--- src/rtl/ctrl_pkg.sv ---
// ctrl_pkg: state, opcode and mux-select encodings shared by the control unit
package ctrl_pkg;
  typedef enum logic [4:0] {
    S_RST, S_F1, S_F2, S_F3, S_F4, S_DEC,
    S_EXR, S_WBR, S_EXI, S_WBI, S_EXL, S_WBL,
    S_EXA, S_MR, S_MW, S_MA, S_MM,
    S_BC, S_BT, S_BW, S_J1, S_J2, S_J3, S_J4
  } state_t;
  localparam logic [3:0] OP_ADD = 4'b0000, OP_ADI = 4'b0001, OP_NDU = 4'b0010, OP_LHI = 4'b0011;
  localparam logic [3:0] OP_LW = 4'b0100, OP_SW = 4'b0101, OP_LM = 4'b0110, OP_SM = 4'b0111;
  localparam logic [3:0] OP_JAL = 4'b1000, OP_JLR = 4'b1001, OP_BEQ = 4'b1100;
  localparam logic [2:0] M1_ZERO = 3'd0, M1_ONE = 3'd1, M1_B = 3'd2, M1_IMM6 = 3'd3, M1_CNT = 3'd4;
  localparam logic [2:0] M2_ZERO = 3'd0, M2_ONE = 3'd1, M2_SHIFT7 = 3'd2, M2_IMM6 = 3'd3;
  localparam logic [2:0] M2_IMM9 = 3'd4, M2_A = 3'd5, M2_TMPA = 3'd6;
  localparam logic [1:0] M3_OFF = 2'd0, M3_ON = 2'd1, M3_CZ = 2'd2, M3_IRB = 2'd3;
  localparam logic [2:0] M4_IR119 = 3'd0, M4_IR53 = 3'd1, M4_CNT = 3'd2, M4_R7 = 3'd3, M4_IR86 = 3'd4;
  localparam logic [1:0] M5_IR86 = 2'd0, M5_CNT = 2'd1, M5_R7 = 2'd2;
  localparam logic M6_MEM = 1'b0, M6_T1 = 1'b1;
  localparam logic [1:0] M8_OFF = 2'd0, M8_ON = 2'd1, M8_IRB = 2'd2;
  localparam logic M9_A = 1'b0, M9_B = 1'b1;
endpackage

--- src/rtl/control_unit_lmsm_counter.sv ---
// lmsm_counter: 3-bit LM/SM register index with clear, increment and last flag
module lmsm_counter (
  input  logic       clk,
  input  logic       rst,
  input  logic       clr,
  input  logic       inc,
  output logic [2:0] count,
  output logic       last
);
  logic [2:0] count_q, count_d;
  always_comb count_d = clr ? 3'd0 : inc ? count_q + 3'd1 : count_q;
  always_ff @(posedge clk) count_q <= rst ? 3'd0 : count_d;
  assign count = count_q;
  assign last = count_q == 3'd7;
endmodule

--- src/rtl/control_unit.sv ---
// control_unit: multicycle sequencer driving the 16-bit RISC datapath selects and enables
module control_unit
  import ctrl_pkg::*;
(
  input  logic       clk,
  input  logic       reset,
  input  logic [3:0] opcode,
  input  logic       compare,
  output logic [2:0] Mux1_alu_B,
  output logic [2:0] Mux2_alu_A,
  output logic [1:0] Mux3_RF_wen,
  output logic [2:0] Mux4_RF_wadd,
  output logic [1:0] Mux5_RF_read2,
  output logic       Mux6_RF_dataIn,
  output logic [1:0] Mux8_memwrite,
  output logic       Mux9_memDataIn,
  output logic       ALU_op,
  output logic       CZen,
  output logic       memRead,
  output logic       wIR,
  output logic       wtmpA,
  output logic [2:0] counter
);
  state_t state_q, state_d;
  logic [3:0] op_q, op_d;
  logic clr, inc, last;
  lmsm_counter u_cnt (.clk, .rst(reset), .clr, .inc, .count(counter), .last);
  always_comb begin
    state_d = S_F1;
    op_d = op_q;
    clr = 1'b0;
    inc = 1'b0;
    case (state_q)
      S_F1: state_d = S_F2;
      S_F2: state_d = S_F3;
      S_F3: state_d = S_F4;
      S_F4: state_d = S_DEC;
      S_DEC: begin
        op_d = opcode;
        clr = 1'b1;
        case (opcode)
          OP_ADD, OP_NDU: state_d = S_EXR;
          OP_ADI: state_d = S_EXI;
          OP_LHI: state_d = S_EXL;
          OP_LW, OP_SW: state_d = S_EXA;
          OP_LM, OP_SM: state_d = S_MA;
          OP_BEQ: state_d = S_BC;
          OP_JAL, OP_JLR: state_d = S_J1;
          default: state_d = S_F1;
        endcase
      end
      S_EXR: state_d = S_WBR;
      S_EXI: state_d = S_WBI;
      S_EXL: state_d = S_WBL;
      S_EXA: state_d = op_q == OP_LW ? S_MR : S_MW;
      S_MA: state_d = S_MM;
      S_MM: begin
        inc = 1'b1;
        state_d = last ? S_F1 : S_MA;
      end
      S_BC: state_d = compare ? S_BT : S_F1;
      S_BT: state_d = S_BW;
      S_J1: state_d = S_J2;
      S_J2: state_d = S_J3;
      S_J3: state_d = S_J4;
      default: state_d = S_F1;
    endcase
  end
  always_ff @(posedge clk) begin
    if (reset) begin
      state_q <= S_RST;
      op_q <= 4'd0;
    end else begin
      state_q <= state_d;
      op_q <= op_d;
    end
  end
  always_comb begin
    Mux1_alu_B = M1_ZERO;
    Mux2_alu_A = M2_ZERO;
    Mux3_RF_wen = M3_OFF;
    Mux4_RF_wadd = M4_IR119;
    Mux5_RF_read2 = M5_IR86;
    Mux6_RF_dataIn = M6_MEM;
    Mux8_memwrite = M8_OFF;
    Mux9_memDataIn = M9_A;
    ALU_op = 1'b0;
    CZen = 1'b0;
    memRead = 1'b0;
    wIR = 1'b0;
    wtmpA = 1'b0;
    case (state_q)
      S_F1, S_J1: begin
        Mux5_RF_read2 = M5_R7;
        Mux1_alu_B = M1_B;
      end
      S_F2: begin
        memRead = 1'b1;
        wIR = 1'b1;
      end
      S_F3: begin
        Mux2_alu_A = M2_ONE;
        Mux1_alu_B = M1_B;
        Mux5_RF_read2 = M5_R7;
      end
      S_F4, S_BW, S_J4: begin
        Mux4_RF_wadd = M4_R7;
        Mux6_RF_dataIn = M6_T1;
        Mux3_RF_wen = M3_ON;
      end
      S_DEC: wtmpA = 1'b1;
      S_EXR: begin
        ALU_op = op_q[1];
        Mux2_alu_A = M2_A;
        Mux1_alu_B = M1_B;
        CZen = 1'b1;
      end
      S_WBR: begin
        Mux3_RF_wen = M3_CZ;
        Mux4_RF_wadd = M4_IR53;
        Mux6_RF_dataIn = M6_T1;
      end
      S_EXI: begin
        Mux2_alu_A = M2_A;
        Mux1_alu_B = M1_IMM6;
        CZen = 1'b1;
      end
      S_WBI: begin
        Mux3_RF_wen = M3_ON;
        Mux4_RF_wadd = M4_IR86;
        Mux6_RF_dataIn = M6_T1;
      end
      S_EXL: Mux2_alu_A = M2_SHIFT7;
      S_WBL, S_J2: begin
        Mux3_RF_wen = M3_ON;
        Mux6_RF_dataIn = M6_T1;
      end
      S_EXA: begin
        Mux2_alu_A = M2_IMM6;
        Mux1_alu_B = M1_B;
      end
      S_MR: begin
        Mux3_RF_wen = M3_ON;
        memRead = 1'b1;
      end
      S_MW: Mux8_memwrite = M8_ON;
      S_MA: begin
        Mux2_alu_A = M2_TMPA;
        Mux1_alu_B = M1_CNT;
      end
      S_MM: begin
        Mux5_RF_read2 = op_q == OP_SM ? M5_CNT : M5_IR86;
        Mux9_memDataIn = op_q == OP_SM ? M9_B : M9_A;
        Mux8_memwrite = op_q == OP_SM ? M8_IRB : M8_OFF;
        Mux3_RF_wen = op_q == OP_SM ? M3_OFF : M3_IRB;
        Mux4_RF_wadd = op_q == OP_SM ? M4_IR119 : M4_CNT;
        memRead = op_q != OP_SM;
      end
      S_BC: begin
        Mux2_alu_A = M2_A;
        Mux1_alu_B = M1_B;
      end
      S_BT: begin
        Mux2_alu_A = M2_IMM6;
        Mux1_alu_B = M1_B;
        Mux5_RF_read2 = M5_R7;
      end
      S_J3: begin
        Mux1_alu_B = M1_B;
        Mux2_alu_A = op_q == OP_JLR ? M2_ZERO : M2_IMM9;
        Mux5_RF_read2 = op_q == OP_JLR ? M5_IR86 : M5_R7;
      end
      default: ;
    endcase
  end
endmodule

--- config.mk ---
export PLATFORM = sky130hd
export DESIGN_NAME = control_unit
export DESIGN_NICKNAME = d
export VERILOG_FILES = /design/src/rtl/ctrl_pkg.sv /design/src/rtl/control_unit_lmsm_counter.sv /design/src/rtl/control_unit.sv
export SDC_FILE = /design/constraint.sdc
export NUM_CORES = 1
export LEC_CHECK = 0
export ABC_AREA = 0
export BUFFER_PORTS_ARGS = -buffer_cell sky130_fd_sc_hd__buf_2
export CAP_MARGIN = 30
export CORE_MARGIN = 1.5
export CORE_UTILIZATION = 48
export CTS_CLUSTER_DIAMETER = 120
export DETAILED_ROUTE_END_ITERATION = 12
export PLACE_DENSITY = 0.76
export SETUP_SLACK_MARGIN = 0.1
export SLEW_MARGIN = 10
export SYNTH_ARGS = -nofsm -noshare
export SYNTH_HDL_FRONTEND = slang
export SYNTH_HIERARCHICAL = 1
export SYNTH_SLANG_ARGS = --single-unit
--- constraint.sdc ---
create_clock -name clk -period 1.7 [get_ports clk]
set_input_delay 0.17 -clock clk [delete_from_list [all_inputs] [get_ports clk]]
set_output_delay 0.17 -clock clk [all_outputs]
set_load 0.03 [all_outputs]
======== Yosys cells after proc, flatten, opt, wreduce, memory -nomap -nowiden ========
Memory sizes are Yosys's and may differ from the RTL's.
Cells that the tools add are included.
operators by class
  add/subtract/negate cells ............... 1
  equality and inequality tests ........... 28
  muxes and demuxes ....................... 25
  reduce and logical (&&, ||, !) cells .... 10
operators by type and width
  cell                   number
  $pmux W5 S16           1
  $eq A5 B4 Y1 const B   8
  $eq A5 B5 Y1 const B   8
  $eq A5 B3 Y1 const B   4
  $pmux W3 S6            1
  $reduce_or A7 Y1       2
  $pmux W2 S3            2
  $pmux W3 S4            1
  $eq A5 B2 Y1 const B   2
  $mux W2                5
  $mux W1                9
  $pmux W3 S3            1
  $eq A4 B3 Y1 const B   2
  $reduce_or A2 Y1       4
  $reduce_or A8 Y1       1
  $reduce_or A3 Y1       2
  $eq A5 B1 Y1 const B   1
  $mux W5                1
  $eq A4 B4 Y1 const B   1
  $mux W4                1
  $ne A4 B3 Y1 const B   1
  $pmux W2 S2            1
  $reduce_or A4 Y1       1
  $add A3 B1 Y3 const B  1
  3 further kinds        3
word-level totals
  register bits ........................... 12
  ROM bits ................................ 80
  output and inout bits ................... 25
  word-level logic and storage cells ...... 68
  memories kept ........................... 1
memory list
  memory           depth  width  read ports  clocked after Yosys merged registers in  write ports  line                text
  (no name shown)  16     5      1           0                                        0            control_unit.sv:41  case (opcode)

======== Logic depth before layout (Yosys ltp) ========
  word-level depth ........................ 3
  depth in mapped cells ................... 7

======== Cells and area by module ========
Netlist, hierarchy kept.
by module, submodules not included
  module        instances  cells each  area an instance (sq um)  sequential area each (sq um)
  control_unit  1          167         1,174.9                   180.2
  lmsm_counter  1          11          133.9                     60.1

======== Least setup slack after synthesis ========
Ideal clock, no wire load.
  path kind ............................... register to output
  start point ............................. register state_q[0]
  end point ............................... output Mux8_memwrite[1]
  data arrival time ....................... 2,237 ps
  slack ................................... -707 ps
  stages on the path, launching flop included .. 6
  cells stage by stage .................... dfxtp_1 > buf_2 > or2_1 > clkbuf_1 > nor4_1 > buf_4
between the ends
  longest elaborated chain between the ends .. 2
  elaborated cells on any way between the ends .. 3
  those cells by class .................... eq/ne (2); mux (1)
ends and longest elaborated chain
  item                                          line                text
  from (decl)                                   control_unit.sv:24  state_t state_q, state_d;
  from (signal assigned)                        control_unit.sv:74  state_q <= state_d;
  $eq A5 B5 Y1 or $eq A5 B4 Y1 (tied branches)  control_unit.sv:92  case (state_q)
  $pmux W2 S2 *                                 control_unit.sv:92
  to (decl)                                     control_unit.sv:15  output logic [1:0] Mux8_memwrite,
Mark *: on every way between the ends. The rest lies on a longest branch, timed or not.

======== Worst setup path in the final report ========
  start point ............................. register state_q[2]
  end point ............................... register state_q[1]
between the ends
  longest elaborated chain between the ends .. 2
  elaborated cells on any way between the ends .. 17
  those cells by class .................... eq/ne (16); mux (1)
ends and longest elaborated chain
  item                                        line                text
  $eq A5 B5 Y1, or another cell as far along  control_unit.sv:33  case (state_q)
  $pmux W5 S16 *                              control_unit.sv:33
Marks and branches as above.
A chain may end at the register's enable or synchronous reset.

==> impl_metrics.tcl <==
set metrics [dict create \
    crit_fanout 9 \
    synth_cells 178 \
    antenna_left 0 \
    cts_hold_repair.buffers 0 \
    htreeDepth 1 \
    multi_input_area_um2 1280 \
    slew_viol_final 0 \
    die_h_um 55.2 \
    ys_seq_elements 12 \
    antenna_found_initial 0 \
    fin_skew_ps 1.74 \
    grt_max_degree 17 \
    synth-seq-area-share_pct 18.4 \
    path_clk_slew_ps 80 \
    cp_top_family "simple AND/OR/NAND/NOR gates" \
    wl_per_cell_um 25.0 \
    grt_pass1_vias 1759 \
    syn_area_um2 1310 \
    placed_area_um2 1680 \
    ys_warn_count 6 \
    violations "setup timing" \
    ctsRootBufferMaster "clkbuf_4" \
    cts_num_sinks 12 \
    regArea_um2 272 \
    fmax_mhz 496 \
    dr.pass1.iters 5 \
    area_growth_syn_to_layout_pct 80.7 \
    route.vias.total 2053 \
    initial_core_util_pct 51.9 \
    cp.required_ps 1840 \
    drt_iter0_markers 225 \
    grtUsageMet3_pct 5.15 \
    syn_area_per_cell_um2 7.35 \
    antenna_cells 0 \
    period_needed_ps 2020 \
    crit_buf_inv 1 \
    finalNetCount 257 \
    path_cells "buf_4, and2_1, nor4b_1, o21ai_1, a211oi_1" \
    place_ws_ps -38.5 \
    crit_path_end_kind "flip-flop" \
    use_met1_pct 38.8 \
    syn_nets 187 \
    clk_latency_ps 270 \
    slew-limit-headroom_pct 58.7 \
    routed_via_density 7.41 \
    tightest_slew_ps 611 \
    synth_edf_count 0 \
    top_usage_layer "met2" \
    fillCellCount 82 \
    whs_ps 201 \
    grt_usage_pct 33.1 \
    cts_tree "built" \
    finalHoldViolCount 0 \
    num_rows 18 \
    setup_slack_ps -316 \
    io_buffers 31 \
    crit_arrival_ps 2160 \
    criticalPathCategory "reg -> reg" \
    layout_worst_path_cycle_share_pct 119 \
    setup_tns_ps -2140 \
    setup_violations 19 \
    clock_path_buffers 2 \
    synth-async-reset-ratio_pct 0 \
    startpoint_type "flip-flop" \
    power_density_nw_per_um2 606 \
    routabilityCongestion 0.989 \
    ys_types 52 \
    ir_worst_vdd_uv 883 \
    fin_area_um2 2360 \
    crit_slowest_cell "nor4b_1" \
    io_pins 32 \
    synthFlopType "dfxtp_1" \
    cts_made_buffers 3 \
    use_met2_pct 55.6 \
    die_w_um 55.2 \
    grt_pass1_wl_um 8340 \
    status "complete, but fails checks" \
    drive_above_1_share_pct 64.4 \
    critPathMaxStageDelay_ps 520 \
    core_area_um2 2520 \
    rsz0062_at_grt "true" \
    drc 0 \
    dieArea_um2 3050 \
    hpwl_um 3210 \
    wl_um 6930 \
    p_leak_nw 0.934 \
    grt-ovfl-total 0 \
    cap_violations 0 \
    hold_class "in -> reg" \
]
==> synthesized netlist by cell type (3+ instances only) <==
| master | count | area (µm²) |
|---|---|---|
| nor2_1 | 16 | 60.1 |
| a21oi_1 | 12 | 60.1 |
| dfxtp_1 | 12 | 240 |
| nand2_1 | 12 | 45.0 |
| buf_2 | 10 | 50.1 |
| o21ai_1 | 10 | 50.1 |
| nor3_1 | 9 | 45.0 |
| mux2i_1 | 7 | 70.1 |
| nor2b_1 | 6 | 37.5 |
| a21o_1 | 4 | 30.0 |
| nand2b_1 | 4 | 25.0 |
| nand3_1 | 4 | 20.0 |
| buf_4 | 3 | 22.5 |
| inv_2 | 3 | 11.3 |
| nor4_1 | 3 | 18.8 |
| o21ai_0 | 3 | 15.0 |
| o22ai_1 | 3 | 18.8 |
| o31ai_1 | 3 | 22.5 |
| or2_1 | 3 | 18.8 |
| or4b_1 | 3 | 30.0 |
==> worst paths after layout <==
check        cells after the start       start             end  slack (ps)
max                              5  state_q[2]      state_q[1]        -320
min reg2reg                      2     op_q[3]         op_q[3]         560
min                              2       reset  u_cnt/count[0]         200
max reg2reg                      5  state_q[2]      state_q[1]        -320
==> cells in the final DEF (no fill, tap or decap), drive strengths merged, types with 5 or more instances in the layout <==
cell   netlist  routed
dfxtp       12      12
o21ai       13      13
a21oi       12      12
nand2       12      12
nor2        16      16
mux2i        7       7
buf         15      82
nor2b        6       6
inv          5       5
nor3        11      11
==> worst register-to-register path, delay by kind of cell, from the launching register on <==
| kind | cells | cell delay [ps] |
|---|---|---|
| AO/OA/AOI/OAI | 2 | 550 |
| flip-flops | 1 | 420 |
| buffers and inverters | 1 | 180 |
| AND/OR/NAND/NOR | 2 | 750 |
==> layout make-up <==
| class | count | share of cell area (%) |
|---|---|---|
| clock buffer | 3 | 0.952 |
| inverter | 5 | 0.899 |
| clock inverter | 1 | 0.159 |
| tap | 30 | 1.59 |
| timing repair buffer | 82 | 30.6 |
| multi-input combinational | 144 | 54.3 |
| sequential | 12 | 11.5 |
==> logic make-up after synthesis <==
family                     count (synthesis)  share of synthesized area [%]
adders and majority gates                  2                           1.91
xor gates and xnor gates                   3                           2.01
and+or+nand+nor                           71                           30.7
buffers and inverters                     22                           9.27
AOI/OAI and AO/OA                         61                           32.4
muxes                                      7                           5.35
DFF                                       12                           18.4
==> state kept, by name (all words and copies together) (netlist names) <==
register,flops
op_q,4
state_q,5
u_cnt/count,3
==> through the flow <==
| stage | power (W) | utilization, % | instances |
|---|---|---|---|
| floorplan | 0.000726 | - | 178 |
| global placement | 0.000869 | 66.8 | 250 |
| detailed placement | 0.000881 | 66.8 | 250 |
| CTS | 0.00117 | 79.8 | 263 |
| global route | 0.00148 | 93.8 | 277 |
| finish | 0.00143 | 93.8 | 277 |
==> metal layers <==
layer  vias up  part of all wire, %
li1        819                    -
met4         0                  7.4
met1       943                   34
met2       227                   45
met5         -                    0
met3        64                   13
==> repair_timing <==
item                       CTS  global route
resized for setup           78            57
setup buffers                9            14
setup endpoints to repair   34            28
pin swaps                   10            17
==> report_power, final <==
group,internal [W],switching (W),total (W)
registers,0.000293,0.0000430,0.000336
clock network,0.0000850,0.000101,0.000186
logic,0.000393,0.000519,0.000912
total,0.000770,0.000664,0.00143
Note: power is estimated with default switching activity, not from simulation.
